[config.mk]
export PLATFORM = sky130hd
export DESIGN_NAME = clock_glyph_streamer
export DESIGN_NICKNAME = d
export VERILOG_FILES = /design/src/rtl/clock_glyph_streamer.sv
export SDC_FILE = /design/constraint.sdc
export NUM_CORES = 1
export LEC_CHECK = 0
export ABC_AREA = 1
export CAP_MARGIN = 25
export CORE_ASPECT_RATIO = 1.75
export CORE_MARGIN = 5
export CORE_UTILIZATION = 49
export CTS_CLUSTER_DIAMETER = 50
export DETAILED_ROUTE_END_ITERATION = 10
export DONT_BUFFER_PORTS = 1
export GPL_ROUTABILITY_DRIVEN = 1
export HOLD_SLACK_MARGIN = 0.08
export PLACE_DENSITY = 0.76
export SLEW_MARGIN = 25
export SYNTH_ARGS = -nofsm -noshare
export SYNTH_HDL_FRONTEND = slang
export SYNTH_SLANG_ARGS = --single-unit
[constraint.sdc]
create_clock -name clk -period 20.2 [get_ports clk]
set_input_delay 2.02 -clock clk [delete_from_list [all_inputs] [get_ports clk]]
set_output_delay 2.02 -clock clk [all_outputs]
set_load 0.02 [all_outputs]
[src/rtl/clock_glyph_streamer.sv]
// rtl/clock_glyph_streamer.sv - hh:mm:ss keeper that streams "HH:MM:SS" glyph pixels from a char ROM
// Optional build macro CLOCK_STREAMER_BLINK_EN blanks both colons while the snapshot seconds are odd.
module clock_glyph_streamer #(
    parameter int GLYPH_W = 13,
    parameter int GLYPH_H = 24,
    parameter int ADDR_W  = 9,
    parameter int PIX_W   = 24
) (
    input  logic               clk,
    input  logic               reset,
    input  logic               tick_sec,
    input  logic               load,
    input  logic [23:0]        load_time,
    input  logic               mode_12h,
    input  logic               refresh,
    output logic [ADDR_W-1:0]  rom_addr,
    input  logic [GLYPH_W-1:0] rom_data,
    output logic [PIX_W-1:0]   pix_data,
    output logic               pix_valid,
    input  logic               pix_ready,
    output logic               busy,
    output logic               frame_done
);
    localparam int CW = $clog2(GLYPH_W);
    localparam int RW = $clog2(GLYPH_H + 1);
    localparam logic [ADDR_W-1:0] GH = ADDR_W'(GLYPH_H);

    typedef enum logic [2:0] {S_IDLE, S_ADDR, S_FETCH, S_LOAD, S_SHIFT, S_DONE} state_t;

    state_t            state_q;
    logic [7:0]        hh_q, mm_q, ss_q;
    logic [7:0][3:0]   codes_q, live_codes;
    logic [2:0]        char_q;
    logic [RW-1:0]     rowcnt_q;
    logic [CW-1:0]     col_q;
    logic [GLYPH_W-1:0] row_q;
    logic [ADDR_W-1:0] rom_addr_q;
    logic [PIX_W-1:0]  pix_data_q;
    logic              pix_valid_q, busy_q, frame_done_q;
    logic [7:0]        hour_disp, hb, mb, sb;
    logic [3:0]        colon;

    // Values stay below 70, so six conditional subtractions always finish the split.
    function automatic logic [7:0] bcd(input logic [7:0] v);
        logic [7:0] r;
        logic [3:0] t;
        r = v;
        t = 4'd0;
        for (int i = 0; i < 6; i++) begin
            if (r >= 8'd10) begin
                r = r - 8'd10;
                t = t + 4'd1;
            end
        end
        return {t, 4'd0} + r;
    endfunction

    function automatic logic [ADDR_W-1:0] addr_of(input logic [3:0] code, input logic [RW-1:0] row);
        return ADDR_W'(code) * GH + ADDR_W'(row);
    endfunction

`ifdef CLOCK_STREAMER_BLINK_EN
    assign colon = ss_q[0] ? 4'd11 : 4'd10;
`else
    assign colon = 4'd10;
`endif

    always_comb begin
        hour_disp = hh_q;
        if (mode_12h) begin
            if (hh_q == 8'd0)
                hour_disp = 8'd12;
            else if (hh_q > 8'd12)
                hour_disp = hh_q - 8'd12;
        end
        hb = bcd(hour_disp);
        mb = bcd(mm_q);
        sb = bcd(ss_q);
        live_codes[0] = (mode_12h && hb[7:4] == 4'd0) ? 4'd11 : hb[7:4];
        live_codes[1] = hb[3:0];
        live_codes[2] = colon;
        live_codes[3] = mb[7:4];
        live_codes[4] = mb[3:0];
        live_codes[5] = colon;
        live_codes[6] = sb[7:4];
        live_codes[7] = sb[3:0];
    end

    always_ff @(posedge clk or posedge reset) begin
        if (reset) begin
            hh_q <= 8'd0;
            mm_q <= 8'd0;
            ss_q <= 8'd0;
        end else if (load) begin
            hh_q <= load_time[23:16];
            mm_q <= load_time[15:8];
            ss_q <= load_time[7:0];
        end else if (tick_sec) begin
            if (ss_q == 8'd59) begin
                ss_q <= 8'd0;
                if (mm_q == 8'd59) begin
                    mm_q <= 8'd0;
                    hh_q <= (hh_q == 8'd23) ? 8'd0 : hh_q + 8'd1;
                end else begin
                    mm_q <= mm_q + 8'd1;
                end
            end else begin
                ss_q <= ss_q + 8'd1;
            end
        end
    end

    // rom_addr is registered on entry to ADDR so the ROM sees it for the whole ADDR cycle.
    always_ff @(posedge clk or posedge reset) begin
        if (reset) begin
            state_q      <= S_IDLE;
            codes_q      <= '0;
            char_q       <= 3'd0;
            rowcnt_q     <= '0;
            col_q        <= '0;
            row_q        <= '0;
            rom_addr_q   <= '0;
            pix_data_q   <= '0;
            pix_valid_q  <= 1'b0;
            busy_q       <= 1'b0;
            frame_done_q <= 1'b0;
        end else begin
            case (state_q)
                S_IDLE: begin
                    if (refresh) begin
                        codes_q    <= live_codes;
                        char_q     <= 3'd0;
                        rowcnt_q   <= '0;
                        rom_addr_q <= addr_of(live_codes[0], '0);
                        busy_q     <= 1'b1;
                        state_q    <= S_ADDR;
                    end
                end
                S_ADDR:  state_q <= S_FETCH;
                S_FETCH: state_q <= S_LOAD;
                S_LOAD: begin
                    row_q       <= rom_data;
                    col_q       <= CW'(GLYPH_W - 1);
                    pix_data_q  <= {PIX_W{rom_data[GLYPH_W-1]}};
                    pix_valid_q <= 1'b1;
                    state_q     <= S_SHIFT;
                end
                S_SHIFT: begin
                    if (pix_ready) begin
                        if (col_q != '0) begin
                            col_q      <= col_q - 1'b1;
                            pix_data_q <= {PIX_W{row_q[col_q - 1'b1]}};
                        end else begin
                            pix_valid_q <= 1'b0;
                            pix_data_q  <= '0;
                            if (rowcnt_q != RW'(GLYPH_H - 1)) begin
                                rowcnt_q   <= rowcnt_q + 1'b1;
                                rom_addr_q <= addr_of(codes_q[char_q], rowcnt_q + 1'b1);
                                state_q    <= S_ADDR;
                            end else if (char_q != 3'd7) begin
                                char_q     <= char_q + 3'd1;
                                rowcnt_q   <= '0;
                                rom_addr_q <= addr_of(codes_q[char_q + 3'd1], '0);
                                state_q    <= S_ADDR;
                            end else begin
                                busy_q       <= 1'b0;
                                frame_done_q <= 1'b1;
                                state_q      <= S_DONE;
                            end
                        end
                    end
                end
                S_DONE: begin
                    frame_done_q <= 1'b0;
                    state_q      <= S_IDLE;
                end
                default: state_q <= S_IDLE;
            endcase
        end
    end

    assign rom_addr   = rom_addr_q;
    assign pix_data   = pix_data_q;
    assign pix_valid  = pix_valid_q;
    assign busy       = busy_q;
    assign frame_done = frame_done_q;
endmodule

### Word level (Yosys, flattened, before mapping)

Index checks and enable logic that the tools add are counted.

| storage, ports and cells | value |
|---|---|
| output and inout port bits | 36 |
| logic and storage cells | 231 |
| input port bits | 44 |
| bits in registers | 113 |

| operators by class | value |
|---|---|
| reduce and logical (&&, ||, !) cells | 22 |
| multipliers | 3 |
| muxes and demuxes | 102 |
| equality and inequality tests | 18 |
| magnitude comparators | 22 |
| $add $sub $neg | 44 |

Operators with widths:

| cell | count |
|---|---|
| $mux W8 | 33 |
| $sub A8 B4 Y8 const B | 19 |
| $ge A8 B4 Y1 const B | 18 |
| $mux W4 | 20 |
| $add A4 B1 Y4 const B | 15 |
| $mux W24 | 2 |
| $pmux W24 S2 | 1 |
| $mux W9 | 5 |
| $mux W3 | 10 |
| $mux W5 | 5 |
| $add A8 B1 Y8 const B | 3 |
| $add A8 B8 Y8 | 3 |
| $bmux W4 S3 | 2 |
| $mul A4 B2 Y6 const B | 3 |
| $pmux W9 S2 | 1 |
| $eq A8 B6 Y1 const B | 2 |
| $mux W1 | 15 |
| $pmux W3 S5 | 1 |
| $ne A2 B2 Y1 const B | 7 |
| $reduce_and A3 Y1 | 4 |
| $reduce_and A6 Y1 | 2 |
| $reduce_bool A2 Y1 | 6 |
| $pmux W5 S2 | 1 |
| $reduce_and A5 Y1 | 2 |
| other kinds (23) | 31 |

### Longest topological paths before layout

Gate-level depths: netlist of run 1.

| logic depth | value |
|---|---|
| depth in word-level cells | 23 |
| gate-level depth with buffers | 67 |
| depth with buffers taken out | 67 |

### Worst setup path after synthesis of run 1

OpenSTA, ideal clock, no wires.

| timing path | value |
|---|---|
| path kind | input port to flip-flop |
| start | input mode_12h |
| end | register rom_addr_q[6], in the netlist rom_addr[6] |
| path buffers | 1 |
| data required time | 20.067 ns |
| stages on the path | 50 |
| path slack | 12.200 ns |
| setup time | 0.133 ns |
| arrival | 7.867 ns |
| path through | buf_4 -> nand4_1 -> inv_1 -> nor2_1 -> inv_1 -> ha_1 -> inv_1 -> nand2_1 -> nand3_1 -> nand2_1 -> nand2_1 -> nand2_1 -> inv_2 -> nand4_2 -> nand2_2 -> nand3_1 -> nand2_2 -> nand2_2 -> (+14 left out) -> ha_1 -> inv_1 -> o21ai_0 -> inv_1 -> fa_1 -> xnor2_1 -> inv_1 -> nand2_1 -> inv_1 -> nand2_2 -> nand2_1 -> ha_1 -> ha_1 -> inv_1 -> nand2_1 -> xor2_1 -> a21oi_1 -> o21ai_0 |

| between the ends | value |
|---|---|
| word-level cells in the longest chain between the ends | 20 |
| elaborated cells on any way between the ends | 37 |
| classes of those cells | add/sub: 12; mul: 1; order compare: 6; mux: 16; reduce/logical: 2 |

RTL lines:

| element | line | text |
|---|---|---|
| from (decl) | 14 | `input logic mode_12h,` |
| $mux W8 | 70 | `if (mode_12h) begin` |
| $sub A8 B4 Y8 / $ge A8 B4 Y1 (equally long branches) | 51, 50 |  |
| $mux W8 / $mux W1 (equally long branches) | 50 | `if (r >= 8'd10) begin` |
| $sub A8 B4 Y8, or another cell as far along | 51 | `r = r - 8'd10;` |
| $mux W8 / $mux W4 (equally long branches) | 50 |  |
| $sub A8 B4 Y8, or another cell as far along | 51 |  |
| $mux W8 / $mux W4 (equally long branches) | 50 |  |
| $sub A8 B4 Y8, or another cell as far along | 51 |  |
| (+4 left out) | n/a |  |
| $mux W8 / $mux W4 (equally long branches) | 50 |  |
| $add A8 B8 Y8 | 55 | `return {t, 4'd0} + r;` |
| $logic_not A4 Y1 | 79 | `live_codes[0] = (mode_12h && hb[7:4] == 4'd0) ? 4'd11 : hb[7:4];` |
| $logic_and A1 B1 Y1 | 79 |  |
| $mux W4 * | 79 |  |
| $mul A4 B2 Y6 * | 59 | `return ADDR_W'(code) * GH + ADDR_W'(row);` |
| $mux W9 * | 130 | `if (refresh) begin` |
| $pmux W9 S2 * | 128 | `case (state_q)` |
| to (signal assigned) | 134 | `rom_addr_q <= addr_of(live_codes[0], '0);` |
| to (signal assigned) | 158 | `rom_addr_q <= addr_of(codes_q[char_q], rowcnt_q + 1'b1);` |
| to (signal assigned) | 163 | `rom_addr_q <= addr_of(codes_q[char_q + 3'd1], '0);` |
| to (decl) | 37 | `logic [ADDR_W-1:0] rom_addr_q;` |

Mark *: on every way between the ends. The rest lies on a longest branch, timed or not. The select of a mux whose other input is x is not followed.
A chain may end at the register's enable or synchronous reset.

==> results of run 1 <==
[through the flow]
stage                     hold WS (ps)  area (um2)  setup slack [ps]  instances
after floorplan                    442       10800             12200       1649
after global placement             456       10900             11900       1892
after detailed placement           459       10900             11540       1892
after CTS                          477       11200             11910       1908
after global routing               505       11200             10980       1908
final                              473       11200             11940       1908
[cell families after synthesis]
kind of cell,after synthesis
and+or+nand+nor,807
AOI/OAI and AO/OA,263
xor gates and xnor gates,83
buffers and inverters,326
muxes,1
adders and majority gates,82
DFF,87
[layout make-up]
| cell class | instances | share of cell area |
|---|---|---|
| repair buffers | 4 | 0.00302 |
| clock inverters | 7 | 0.00784 |
| flip-flops and latches | 87 | 0.195 |
| inverters | 273 | 0.0919 |
| well taps | 292 | 0.0327 |
| multi-input cells | 1236 | 0.649 |
| clock buffers | 9 | 0.0202 |
[critical path: cells and delay by family]
family | cells | cell delay (ps)
AND/OR/NAND/NOR | 25 | 2810
adder cells (fa/ha/maj) | 6 | 1500
buffers and inverters | 12 | 900
XOR/XNOR | 3 | 790
AO/OA/AOI/OAI | 3 | 460
[routing by layer]
metal  up-vias  share of wire
li1       5211              -
met1      4549           0.37
met2       191           0.56
met3        71          0.030
met4         0          0.035
met5         -              0
[worst min-delay path by stage]
stage	start	endpoint	slack (ps)
final	row_q[0]	row_q[0]	470
after global routing	row_q[7]	row_q[7]	500
after CTS	row_q[0]	row_q[0]	480
after detailed placement	row_q[0]	row_q[0]	460
after global placement	row_q[0]	row_q[0]	460
after floorplan	row_q[0]	row_q[0]	440
[Yosys cell counts (3+ instances only)]
master and n:
nand2_1 416, inv_1 241, nand3_1 118, nor2_1 113, o21ai_0 113, dfrtp_1 87
ha_1 76, a21oi_1 59, xor2_1 53, nand2_2 38, buf_4 29, inv_2 28
nand4_1 27, xnor2_1 21, clkbuf_1 18, a22oi_1 15, nor3_1 14, o21ai_1 14
nand3b_1 11, nand3_2 10, nor2_2 10, a31oi_1 9, nand2_4 9, o211ai_1 9
o21ai_2 9, or2_2 8, xor2_2 8, nor2_4 7, o22ai_1 7, fa_1 6
nand3_4 6, a21oi_2 5, nor4_1 5, o31ai_1 5, clkinv_1 4, buf_2 3
buf_6 3, o2111ai_1 3, o221ai_1 3, or2_1 3
[flip-flops by register name, indices dropped and copies added (netlist names)]
register,cells
busy,1
pix_valid,1
col_q,4
state_q,3
pix_data,1
row_q,13
hh_q,8
mm_q,8
ss_q,8
frame_done,1
char_q,3
codes_q,25
rowcnt_q,5
rom_addr,6
==> summary.md, run 1 <==
| Metric | Value |
|---|---|
| Run status | `finished clean` |
| Main synth FF type | `dfrtp_1` |
| Simple-Gate Fraction of Synth Area | `0.356` |
| Number of filler cells placed in the layout | `2124` |
| Reg2Reg Setup Slack | `12700 ps` |
| Fmax | `121 MHz` |
| Largest family of logic cells by synthesized area | `simple AND/OR/NAND/NOR gates` |
| CP Capture Type | `flop` |
| Area Growth Syn to Fin | `3.58%` |
| GRT met3 Usage | `0.0309` |
| Die height | `206 um` |
| Net count, final | `1737` |
| Most frequent CP cell | `inv_1` |
| DR WL/cell | `12.5 um` |
| Hold Fails Final Rpt | `0` |
| XOR/XNOR share of the synthesized area | `0.0747` |
| Initial antenna violation count | `0` |
| Clock Sinks | `87` |
| Setup TNS | `0 ps` |
| R2r endpoint | `rom_addr[6]` |
| Commonest non-fill, non-tap cell in the layout | `nand2_1` |
| DR pass1 iterations | `6` |
| Final period utilization | `0.409` |
| Total die area | `25200 um2` |
| R2R depth | `51` |
| Starting Density | `0.500` |
| Worst path slowest cell | `fa_1` |
| Share of cell area taken by muxes after synthesis | `0.000928` |
| GR Util met1 | `0.191` |
| Post-synthesis compound-gate area fraction | `0.142` |
| Post-DP HPWL | `19500 um` |
| Crit path launch type | `input pin` |
| Final worst path period need | `8260 ps` |
| Area leader, netlist | `dfrtp_1` |
| Final ANT Viol Nets | `0` |
| Number of global-route vias before repair | `10100` |
| CP startpoint | `mode_12h` |
| Final Routed Wirelength | `23900 um` |
| Post_cts resized | `0` |
| Post-synth EDFFs | `0` |
| Synthesized area per cell | `6.54 um2` |
| Final setup viols | `0` |
| Data required, critical path | `20440 ps` |
| Met2 usage | `0.415` |
| Root buf cell | `clkbuf_16` |
| Post-CTS Setup Inserts | `0` |
| Worst setup path endpoint | `rom_addr[6]` |
| Antenna cell count | `0` |
| I/O pins | `80` |
| Layout cells sized above 1 | `0.106` |
| Vias/cell | `5.25` |
| Area contributors post-synth | `dfrtp_1, nand2_1, ha_1` |
| Max-cap violations | `0` |
| CTS max path bufs | `2` |
| Slew HR | `0.428` |
| Routability cong. | `0.936` |
| CP peak stage delay | `450 ps` |
| Unique masters post-synth | `60` |
| Worst Setup Path Type | `in2reg` |
| Seq/Total Area, Yosys | `0.202` |
| Post-CTS Hold Buffers | `0` |
| Register area | `2180 um2` |
| Area occupied by multi-input gates | `7250 um2` |
| Yosys top cell area share | `0.202` |
| Slew Viols, Final | `0` |
| Worst r2r src | `hh_q[2]` |
| Die Width | `122 um` |
| Final core utilization | `0.518` |
| Via count | `10000` |
| First-pass GRT wire length | `42500 um` |
| Total Routing Usage GR | `0.201` |
| Clock latency on the worst-skew pair | `350 ps` |
| Worst-path clk slew | `70 ps` |
| # rows | `71` |
| Starting DRT DRC Count | `449` |
| FF+latch count, synth | `87` |
| Worst clock skew | `7.53 ps` |
| Syn Inst Count | `1649` |
| CP arrival | `8500 ps` |
| Crit Path Max Fanout | `10` |
| Commonest cells after routing, fill and taps aside | `nand2_1, inv_1, nand3_1` |
| # port buffers | `0` |
| Adder-Cell Fraction of Synth Area | `0.0993` |
| GRT busiest layer | `met2` |
| CTS Buf Count | `9` |
| Overflow after GRT | `0` |
| Core area | `21600 um2` |
| Synthesized cell area | `10800 um2` |
| Largest net degree at the start of global routing | `64` |
| Hold Path Class | `reg2reg` |
| RSZ-0062 raised after global routing | `false` |
| CTS tree | `yes` |
| H-tree depth | `3` |
| Slew @ Worst Pin | `858 ps` |
| DRC viols | `0` |
| Ys Warns | `0` |
| Worst hold path cell count | `2` |
| Mapped Nets | `1775` |
| Post-synth ARST share | `1.00` |
Power of run 1 is left out: the tool's default activity adds up to more than one toggle a clock period on the data nets, which glitch-free logic cannot reach.
==> run 2, diff against run 1 <==
- PLACE_DENSITY: 0.76 -> 0.78
- clock period: 20.2 -> 7.3 ns (I/O delays scaled with it)
==> summary.md, run 2 (synthesis gave the netlist of run 1 again) <==
| Metric | Value |
|---|---|
| Die Width | `122 um (unchanged)` |
| CP peak stage delay | `430 ps (was 450 ps)` |
| Worst hold slack | `217 ps (was 473 ps)` |
| Worst clock skew | `11.4 ps (was 7.53 ps)` |
| Number of filler cells placed in the layout | `2013 (was 2124)` |
| Initial antenna violation count | `0 (unchanged)` |
| Layout Cells excl Fill | `1972 (was 1908)` |
| Reg2Reg Setup Slack | `340 ps (was 12700 ps)` |
| DR pass1 iterations | `5 (was 6)` |
| Slew HR | `0.436 (was 0.428)` |
| DRC viols | `0 (unchanged)` |
| Total die area | `25200 um2 (unchanged)` |
| Commonest non-fill, non-tap cell in the layout | `nand2_1 (unchanged)` |
| Number of global-route vias before repair | `9899 (was 10100)` |
| H-tree depth | `3 (unchanged)` |
| RSZ-0062 raised after global routing | `true (was false)` |
| Post-DP HPWL | `19600 um (was 19500 um)` |
| Final Routed Wirelength | `26100 um (was 23900 um)` |
| Vias/cell | `5.31 (was 5.25)` |
| Clock latency on the worst-skew pair | `360 ps (was 350 ps)` |
| CTS Buf Count | `9 (unchanged)` |
| Final worst path period need | `6960 ps` |
| # port buffers | `0 (unchanged)` |
| Slew @ Worst Pin | `846 ps (was 858 ps)` |
| Overflow after GRT | `0 (unchanged)` |
| I/O pins | `80 (unchanged)` |
| Worst Setup Path Type | `reg2reg (was in2reg)` |
| Max FFs per register | `25 (unchanged)` |
| Final core utilization | `0.560 (was 0.518)` |
| Run status | `finished clean (unchanged)` |
| Crit Path Max Fanout | `7 (was 10)` |
| Top reg by flops | `codes_q (unchanged)` |
| Final setup viols | `0 (unchanged)` |
| Core area | `21600 um2 (unchanged)` |
| Net count, final | `1801 (was 1737)` |
| Total Routing Usage GR | `0.198 (was 0.201)` |
| Max-cap violations | `0 (unchanged)` |
| CP Capture Type | `flop (unchanged)` |
| CP arrival | `7200 ps (was 8500 ps)` |
| Most frequent CP cell | `nand2_1 (was inv_1)` |
| Worst-path clk slew | `70 ps (about the same)` |
| Worst path slowest cell | `dfrtp_1 (was fa_1)` |
| Data required, critical path | `7550 ps (was 20440 ps)` |
| Via count | `10500 (was 10000)` |
| Largest net degree at the start of global routing | `64 (unchanged)` |
| Starting Density | `0.500 (unchanged)` |
| Crit path launch type | `flop (was input pin)` |
| Commonest cells after routing, fill and taps aside | `nand2_1, inv_1, o21ai_0 (was nand2_1, inv_1, nand3_1)` |
| Fmax | `144 MHz` |
| Largest registers | `codes_q (25), row_q (13) (unchanged)` |
| Post-CTS Hold Buffers | `0 (unchanged)` |
| # rows | `71 (unchanged)` |
| Layout cells sized above 1 | `0.190 (was 0.106)` |
| Starting DRT DRC Count | `550 (was 449)` |
| Area Growth Syn to Fin | `12.1% (was 3.58%)` |
| Clock Sinks | `87 (unchanged)` |
| Final ANT Viol Nets | `0 (unchanged)` |
| Routability cong. | `0.952 (was 0.936)` |
| DR WL/cell | `13.2 um (was 12.5 um)` |
| CTS max path bufs | `2 (unchanged)` |
| CTS tree | `yes (unchanged)` |
| Final period utilization | `0.953` |
| First-pass GRT wire length | `42100 um (was 42500 um)` |
| Hold Fails Final Rpt | `0 (unchanged)` |
| Placed insts | `1897 (was 1892)` |
| Antenna cell count | `0 (unchanged)` |
| Root buf cell | `clkbuf_16 (unchanged)` |
| Die height | `206 um (unchanged)` |
| Slew Viols, Final | `0 (unchanged)` |
| Hold Path Class | `in2async (was reg2reg)` |
==> run 2: cell count changes in the layout (fill, tap and decap cells not counted), sizes merged <==
| cell | before | now |
|---|---|---|
| buf | 4 | 67 |
| bufinv | 1 | 0 |
| clkinv | 4 | 5 |
| clkinvlp | 2 | 1 |
| inv | 273 | 274 |
| nand3 | 134 | 135 |
==> run 2: area by class of cell <==
cell class | instances | area, um2 | share of cell area
multi-input combinational | 1237 | 7710 | 0.638
sequential | 87 | 2180 | 0.181
inverter | 273 | 1030 | 0.0854
timing repair buffer | 67 | 507 | 0.0419
tap | 292 | 365 | 0.0302
clock buffer | 9 | 225 | 0.0186
clock inverter | 7 | 61.3 | 0.00507
==> run 2: per-stage QoR <==
step / setup TNS, ps / setup slack [ps] / area (um2)
after detailed placement: -378 / -243 / 10900
after CTS: 0 / 1.39 / 11300
final: 0 / 344 / 12100
after global routing: -430 / -179 / 12100
after global placement: -71.4 / -71.4 / 10900
after floorplan: 0 / 590 / 10800
==> run 2: routing by layer <==
metal / up-vias / wire (um) / track usage
met2: 226 / 14800 / 0.408
met3: 65 / 888 / 0.0279
met4: 0 / 703 / 0.0697
li1: 5345 / - / -
met5: - / 0 / 0
met1: 4835 / 9700 / 0.193
==> run 2: worst max-delay path, delay by kind of cell (launching register included) <==
kind / cells / cell delay [ps]
simple gates: 33 / 2960
fa+ha+maj: 7 / 1300
buf+inv: 13 / 1110
compound gates: 5 / 690
flops: 1 / 430
xor+xnor: 2 / 330
==> run 2: path summary, 6_finish.rpt <==
kind / startpoint / endpoint / depth (start not counted)
max in group asynchronous: reset / pix_data[22] / 2
worst max-delay path: hh_q[3] / rom_addr[6] / 60
min in group clk: row_q[4] / row_q[4] / 2
worst min-delay path: reset / ss_q[1] / 1
worst max register to register: hh_q[3] / rom_addr[6] / 60
worst min register to register: row_q[4] / row_q[4] / 2
==> run 2: timing repair <==
item,CTS,global route
cloned,0,1
endpoints found under the hold margin,0,0
setup buffers,5,53
pin swaps,2,39
gates resized for setup,12,108
setup endpoints to repair,3,15
Power of run 2 is left out for the same reason.
